--- config.mk ---
export PLATFORM = sky130hd
export DESIGN_NAME = dsp_post_accumulator_flat
export DESIGN_NICKNAME = d
export VERILOG_FILES = /design/src/rtl/dsp_pkg.sv /design/src/rtl/dsp_post_accumulator_if.sv /design/src/rtl/dsp_post_adder.sv /design/src/rtl/dsp_post_accumulator.sv /design/src/flat_wrapper.sv
export SDC_FILE = /design/constraint.sdc
export NUM_CORES = 1
export LEC_CHECK = 0
export BUFFER_PORTS_ARGS = -buffer_cell sky130_fd_sc_hd__buf_4
export CELL_PAD_IN_SITES_DETAIL_PLACEMENT = 0
export CELL_PAD_IN_SITES_GLOBAL_PLACEMENT = 1
export CORE_ASPECT_RATIO = 0.8
export CORE_MARGIN = 4
export CORE_UTILIZATION = 39
export DETAILED_ROUTE_END_ITERATION = 6
export PLACE_DENSITY_LB_ADDON = 0.1
export SLEW_MARGIN = 20
export SYNTH_ARGS = -nofsm -noshare
export SYNTH_HDL_FRONTEND = slang
export SYNTH_SLANG_ARGS = --single-unit
export TNS_END_PERCENT = 30
--- constraint.sdc ---
create_clock -name clk -period 5.5 [get_ports clk]
set_clock_uncertainty 0.05 [all_clocks]
set_input_delay 0.275 -clock clk [delete_from_list [all_inputs] [get_ports clk]]
set_output_delay 0.275 -clock clk [all_outputs]
set_load 0.01 [all_outputs]
--- src/rtl/dsp_pkg.sv ---
// rtl/dsp_pkg.sv - shared OPMODE layout, operand select encodings and width defaults
package dsp_pkg;

  localparam int MW_DEFAULT = 36;
  localparam int PW_DEFAULT = 48;

  localparam int OPM_W     = 5;
  localparam int OPM_X_LSB = 0;
  localparam int OPM_Z_LSB = 2;
  localparam int OPM_SUB   = 4;

  typedef enum logic [1:0] {
    X_ZERO = 2'd0,
    X_M    = 2'd1,
    X_P    = 2'd2,
    X_DAB  = 2'd3
  } xsel_e;

  typedef enum logic [1:0] {
    Z_ZERO = 2'd0,
    Z_PCIN = 2'd1,
    Z_P    = 2'd2,
    Z_C    = 2'd3
  } zsel_e;

  function automatic logic [OPM_W-1:0] make_opmode(xsel_e x, zsel_e z, logic sub);
    return {sub, z, x};
  endfunction

endpackage

--- src/rtl/dsp_post_accumulator_if.sv ---
// rtl/dsp_post_accumulator_if.sv - operand/result bundle between the multiplier pipe and the P stage
interface dsp_post_accumulator_if
  import dsp_pkg::*;
#(
  parameter int MW = MW_DEFAULT,
  parameter int PW = PW_DEFAULT
);

  logic             ce_p;
  logic             clr_ovf;
  logic             in_valid;
  logic [OPM_W-1:0] opmode;
  logic             carry_in;
  logic [MW-1:0]    m;
  logic [PW-1:0]    dab;
  logic [PW-1:0]    c;
  logic [PW-1:0]    pcin;
  logic [PW-1:0]    p;
  logic [PW-1:0]    pcout;
  logic             carry_out;
  logic             ovf;
  logic             op_err;
  logic             p_valid;

  modport master (
    output ce_p, clr_ovf, in_valid, opmode, carry_in, m, dab, c, pcin,
    input  p, pcout, carry_out, ovf, op_err, p_valid
  );

  modport slave (
    input  ce_p, clr_ovf, in_valid, opmode, carry_in, m, dab, c, pcin,
    output p, pcout, carry_out, ovf, op_err, p_valid
  );

endinterface

--- src/rtl/dsp_post_adder.sv ---
// rtl/dsp_post_adder.sv - combinational add/subtract with carry-in, carry-out and signed overflow
module dsp_post_adder #(
  parameter int PW = 48
) (
  input  logic [PW-1:0] x,
  input  logic [PW-1:0] z,
  input  logic          carry_in,
  input  logic          sub,
  output logic [PW-1:0] sum,
  output logic          carry_out,
  output logic          ovf_flag
);

  logic [PW:0]   ext;
  logic [PW:0]   cin_ext;
  logic [PW-1:0] x_eff;

  assign cin_ext = {{PW{1'b0}}, carry_in};

  always_comb begin
    ext = '0;
    if (sub) begin
      ext = {1'b0, z} - {1'b0, x} - cin_ext;
    end else begin
      ext = {1'b0, z} + {1'b0, x} + cin_ext;
    end
  end

  assign sum       = ext[PW-1:0];
  assign carry_out = ext[PW];

  // For add the carry is folded into X before the sign comparison.
  assign x_eff = x + cin_ext[PW-1:0];

  always_comb begin
    ovf_flag = 1'b0;
    if (sub) begin
      ovf_flag = (z[PW-1] != x[PW-1]) && (sum[PW-1] != z[PW-1]);
    end else begin
      ovf_flag = (z[PW-1] == x_eff[PW-1]) && (sum[PW-1] != z[PW-1]);
    end
  end

endmodule

--- src/rtl/dsp_post_accumulator.sv ---
// rtl/dsp_post_accumulator.sv - operand muxes, post-adder and P register with sticky overflow
module dsp_post_accumulator
  import dsp_pkg::*;
#(
  parameter int PREG = 1,
  parameter int MW   = MW_DEFAULT,
  parameter int PW   = PW_DEFAULT
) (
  input logic                   clk,
  input logic                   rst,
  dsp_post_accumulator_if.slave bus
);

  xsel_e         x_sel;
  zsel_e         z_sel;
  logic          sub;
  logic [PW-1:0] p_fb;
  logic [PW-1:0] x_op;
  logic [PW-1:0] z_op;
  logic [PW-1:0] sum;
  logic          carry_nx;
  logic          ovf_flag;
  logic [PW-1:0] p_out;

  assign x_sel = xsel_e'(bus.opmode[OPM_X_LSB +: 2]);
  assign z_sel = zsel_e'(bus.opmode[OPM_Z_LSB +: 2]);
  assign sub   = bus.opmode[OPM_SUB];

  always_comb begin
    x_op = '0;
    case (x_sel)
      X_ZERO:  x_op = '0;
      X_M:     x_op = {{(PW-MW){1'b0}}, bus.m};
      X_P:     x_op = p_fb;
      X_DAB:   x_op = bus.dab;
      default: x_op = '0;
    endcase
  end

  always_comb begin
    z_op = '0;
    case (z_sel)
      Z_ZERO:  z_op = '0;
      Z_PCIN:  z_op = bus.pcin;
      Z_P:     z_op = p_fb;
      Z_C:     z_op = bus.c;
      default: z_op = '0;
    endcase
  end

  dsp_post_adder #(.PW(PW)) u_adder (
    .x         (x_op),
    .z         (z_op),
    .carry_in  (bus.carry_in),
    .sub       (sub),
    .sum       (sum),
    .carry_out (carry_nx),
    .ovf_flag  (ovf_flag)
  );

  generate
    if (PREG != 0) begin : g_preg
      logic [PW-1:0] p_q;
      logic          carry_q;
      logic          ovf_q;
      logic          valid_q;

      // clr_ovf wins over an overflow raised in the same cycle.
      always_ff @(posedge clk or posedge rst) begin
        if (rst) begin
          p_q     <= '0;
          carry_q <= 1'b0;
          ovf_q   <= 1'b0;
          valid_q <= 1'b0;
        end else if (bus.ce_p) begin
          p_q     <= sum;
          carry_q <= carry_nx;
          valid_q <= bus.in_valid;
          if (bus.clr_ovf) begin
            ovf_q <= 1'b0;
          end else if (bus.in_valid) begin
            ovf_q <= ovf_q | ovf_flag;
          end
        end
      end

      assign p_fb          = p_q;
      assign p_out         = p_q;
      assign bus.carry_out = carry_q;
      assign bus.ovf       = ovf_q;
      assign bus.p_valid   = valid_q;
      assign bus.op_err    = 1'b0;
    end else begin : g_comb
      // No P register exists, so feedback reads as zero and is flagged.
      assign p_fb          = '0;
      assign p_out         = sum;
      assign bus.carry_out = carry_nx;
      assign bus.ovf       = bus.in_valid & ovf_flag;
      assign bus.p_valid   = bus.in_valid;
      assign bus.op_err    = (x_sel == X_P) || (z_sel == Z_P);
    end
  endgenerate

  assign bus.p     = p_out;
  assign bus.pcout = p_out;

endmodule

--- src/flat_wrapper.sv ---
// flat-port wrapper written by rule: the top's interface ports become plain ports
module dsp_post_accumulator_flat import dsp_pkg::*;
#(
  parameter int PREG = 1,
  parameter int MW   = MW_DEFAULT,
  parameter int PW   = PW_DEFAULT
)
  (clk, rst, bus_ce_p, bus_clr_ovf, bus_in_valid, bus_opmode, bus_carry_in, bus_m, bus_dab, bus_c, bus_pcin, bus_p, bus_pcout, bus_carry_out, bus_ovf, bus_op_err, bus_p_valid);
  dsp_post_accumulator_if #(.MW(MW), .PW(PW)) bus_i ();
  input logic clk;
  input logic rst;
  input wire logic [$bits(bus_i.ce_p)-1:0] bus_ce_p;
  input wire logic [$bits(bus_i.clr_ovf)-1:0] bus_clr_ovf;
  input wire logic [$bits(bus_i.in_valid)-1:0] bus_in_valid;
  input wire logic [$bits(bus_i.opmode)-1:0] bus_opmode;
  input wire logic [$bits(bus_i.carry_in)-1:0] bus_carry_in;
  input wire logic [$bits(bus_i.m)-1:0] bus_m;
  input wire logic [$bits(bus_i.dab)-1:0] bus_dab;
  input wire logic [$bits(bus_i.c)-1:0] bus_c;
  input wire logic [$bits(bus_i.pcin)-1:0] bus_pcin;
  output wire logic [$bits(bus_i.p)-1:0] bus_p;
  output wire logic [$bits(bus_i.pcout)-1:0] bus_pcout;
  output wire logic [$bits(bus_i.carry_out)-1:0] bus_carry_out;
  output wire logic [$bits(bus_i.ovf)-1:0] bus_ovf;
  output wire logic [$bits(bus_i.op_err)-1:0] bus_op_err;
  output wire logic [$bits(bus_i.p_valid)-1:0] bus_p_valid;
  assign bus_i.ce_p = bus_ce_p;
  assign bus_i.clr_ovf = bus_clr_ovf;
  assign bus_i.in_valid = bus_in_valid;
  assign bus_i.opmode = bus_opmode;
  assign bus_i.carry_in = bus_carry_in;
  assign bus_i.m = bus_m;
  assign bus_i.dab = bus_dab;
  assign bus_i.c = bus_c;
  assign bus_i.pcin = bus_pcin;
  assign bus_p = bus_i.p;
  assign bus_pcout = bus_i.pcout;
  assign bus_carry_out = bus_i.carry_out;
  assign bus_ovf = bus_i.ovf;
  assign bus_op_err = bus_i.op_err;
  assign bus_p_valid = bus_i.p_valid;
  dsp_post_accumulator #(.PREG(PREG), .MW(MW), .PW(PW)) u_core (.clk(clk), .rst(rst), .bus(bus_i));
endmodule
==> results.sh <==
export IMPL_outcome="complete, no violations"
export IMPL_start_util_pct=39.7
export IMPL_rows=54
export IMPL_fin_crit_sh_pct=91.3
export IMPL_worstReg2RegEnd="u_core.bus.carry_out"
export IMPL_drtIter0Drc=930
export IMPL_sw_frac_of_total_pct=52.5
export IMPL_cp_required_ns=5.68
export IMPL_period_needed_ns=5.02
export IMPL_total_power_mw=6.14
export IMPL_yosys_area_top_type="ha_1"
export IMPL_path_class="input pin to flop"
export IMPL_grt_pass1_wl_um=68700
export IMPL_endpoint="u_core.bus.p[40]"
export IMPL_hold_violations=0
export IMPL_gp_congestion=0.987
export IMPL_power_density_cell_area_mw_per_mm2=458
export IMPL_maxCapViolCount=0
export IMPL_grt_pass1_vias=11400
export IMPL_total_leakage_power_nw=6.59
export IMPL_syn_instance_count=1475
export IMPL_clkTransAtPathRegs_ns=0.10
export IMPL_synth_top_cell_area_share_pct=16.1
export IMPL_setup_slack_ns=0.479
export IMPL_dp_slack_ns=0.252
export IMPL_ff2ff_path_depth=17
export IMPL_max_clock_freq_mhz=199
export IMPL_fillers=2791
export IMPL_ir_drop_mv=0.201
export IMPL_die_x_um=195
export IMPL_hpwl_um=37600
export IMPL_power_share_sequential_pct=14.9
export IMPL_wl_um=46300
export IMPL_antenna_found_initial=1
export IMPL_tns_ns=0
export IMPL_worstMarginPinSlew_ns=0.977
export IMPL_drive_gt1_share_pct=24.0
export IMPL_post_cts_resized=0
export IMPL_htree_levels=2
export IMPL_tritoncts="built"
export IMPL_synth_seq_area_share_pct=11.8
export IMPL_clockRootBuffer="clkbuf_16"
export IMPL_grt_max_degree=83
export IMPL_cp_start_kind="input pin"
export IMPL_drv_slew=0
export IMPL_coreArea_sq_mm=0.0274
export IMPL_synthArstFlopShare_pct=100
export IMPL_drtAntennaViolNets=0
export IMPL_rsz0062_at_grt="no"
export IMPL_setup_violations_final=0
export IMPL_power_internal_mw=2.92
export IMPL_layout_common_cells="buf_4, a21oi_1, ha_1"
export IMPL_ys_ff_latch=51
export IMPL_crit_start="bus_opmode[1]"
export IMPL_cts_hold_buf=0
export IMPL_p_clk_share_pct=7.6
export IMPL_layout_cells_most_common="buf_4"
export IMPL_avgSynthCellArea_sq_um=7.36
export IMPL_die_area_sq_mm=0.0306
export IMPL_cp_end_kind="flop"
export IMPL_n_antenna_cell=0
export IMPL_synth_edf_count=0
export IMPL_grt_use_total_pct=28.8
export IMPL_switching_power_mw=3.22
export IMPL_netlist_area_sq_mm=0.0109
export IMPL_r2r_start="u_core.bus.p[0]"
export IMPL_clock_latency_ns=0.33
export IMPL_cp_max_fo=24
export IMPL_drt_first_pass_iters=5
export IMPL_vias=11800
export IMPL_area_growth_pct=23.4
export IMPL_hold_ws_ns=0.145
export IMPL_fin_nets=2033
export IMPL_fin_util_pct=49.0
export IMPL_yosys_warnings=0
export IMPL_drc=0
export IMPL_yosys_cell_types_count=80
export IMPL_grt_overflow=0
export IMPL_synth_ff_type="dfrtp_1"
export IMPL_vias_per_cell=5.72
export IMPL_pin_count=291
export IMPL_wl_per_cell_um=22.4
export IMPL_die_y_um=157
export IMPL_clock_sinks=51
export IMPL_numPortBuffers=289
export IMPL_comb_power_share_pct=77.5
export IMPL_cp_arrival_ns=5.20
export IMPL_hp_class="input pin to async pin"
export IMPL_clk_path_buf_depth=2
export IMPL_numCtsBuffers=5
export IMPL_synth_area_leaders="ha_1, dfrtp_1, a21oi_1"
export IMPL_syn_nets=1809
export IMPL_reg2reg_slack_ns=0.56
export IMPL_cts_setup_buffers=0
export IMPL_slew_headroom_pct=34.8
[cell families (layout without fill, tap and decap cells)]
| group | after synthesis | in the layout | share of synthesized area [%] |
|---|---|---|---|
| AO/OA/AOI/OAI | 477 | 477 | 28.6 |
| flip-flops | 51 | 51 | 11.8 |
| buffers and inverters | 256 | 481 | 10.6 |
| XOR/XNOR | 86 | 86 | 6.94 |
| adder cells (fa/ha/maj) | 143 | 143 | 16.7 |
| multiplexers | 104 | 104 | 10.1 |
| AND/OR/NAND/NOR | 357 | 357 | 15.2 |
| other | 1 | 1 | 0.0345 |
[synth_stat cells (14+ instances only)]
master and count:
ha_1 140, a31oi_1 18, o21ai_0 112, nand2_1 109, dfrtp_1 51, a22o_1 43
mux2_2 46, clkbuf_1 53, nand4_1 31, inv_1 140, o21a_1 14, xnor2_1 52
a21oi_1 144, nand3_1 20, nor2_1 117, o21bai_1 16, buf_4 50, nor3_1 17
mux2i_1 57, a21o_1 42, xor2_1 34
[power groups by stage]
stage	clock network, mW	registers [mW]	logic [mW]
2_1_floorplan	0	0.826	3.23
3_3_place_gp	0	0.914	4.70
3_5_place_dp	0	0.909	4.68
4_1_cts	0.475	0.907	4.71
5_1_grt	0.486	0.940	5.21
6_report	0.467	0.914	4.76
[cell type report]
type / instances / area (sq um) / area share [%]
Multi-Input combinational cell: 1168 / 8440 / 63.0
Tap cell: 364 / 455 / 3.40
Sequential cell: 51 / 1280 / 9.52
Timing Repair Buffer: 333 / 2510 / 18.8
Inverter: 140 / 526 / 3.92
Clock inverter: 3 / 67.6 / 0.504
Clock buffer: 5 / 125 / 0.934
[per-stage QoR]
stage	cell area (sq um)	std cells
2_1_floorplan	10900	1475
3_3_place_gp	13200	2056
3_5_place_dp	13200	2056
4_1_cts	13400	2064
5_1_grt	13400	2064
6_report	13400	2064
[state kept, by name (all words and copies together) (netlist names)]
name and cells:
u_core.bus.p_valid 1, u_core.bus.carry_out 1, u_core.bus.ovf 1, u_core.bus.p 48
[how the worst min path moves through the flow]
stage                                       to  slack (ns)  cells after the start
final                          u_core.bus.p[2]        0.14                      3
after floorplan                 u_core.bus.ovf        0.39                      2
after detailed placement  u_core.bus.carry_out        0.45                      1
after CTS                     u_core.bus.p[43]        0.18                      3
after global routing            u_core.bus.ovf        0.22                      3
after global placement    u_core.bus.carry_out        0.46                      1
[metal layers]
metal	GRT usage [%]	share of wire [%]	up-vias
li1	-	-	5657
met1	43.1	49	5666
met2	43.6	43	432
met3	5.56	7.2	45
met4	4.72	1.4	2
met5	0	0.015	-
[critical path, stage by stage]
cell and delay (ns):
buf_4 0.16, inv_1 0.63, buf_4 0.35, o21ai_0 0.22
ha_1 0.41, inv_1 0.12, ha_1 0.46, nand3_1 0.12
or4b_2 0.61, nand3b_1 0.11, a21oi_1 0.08, a31oi_1 0.49
a31oi_1 0.25, o21ai_0 0.45, xnor2_1 0.12, a221o_1 0.33
Note: power is estimated with default switching activity, not from simulation.
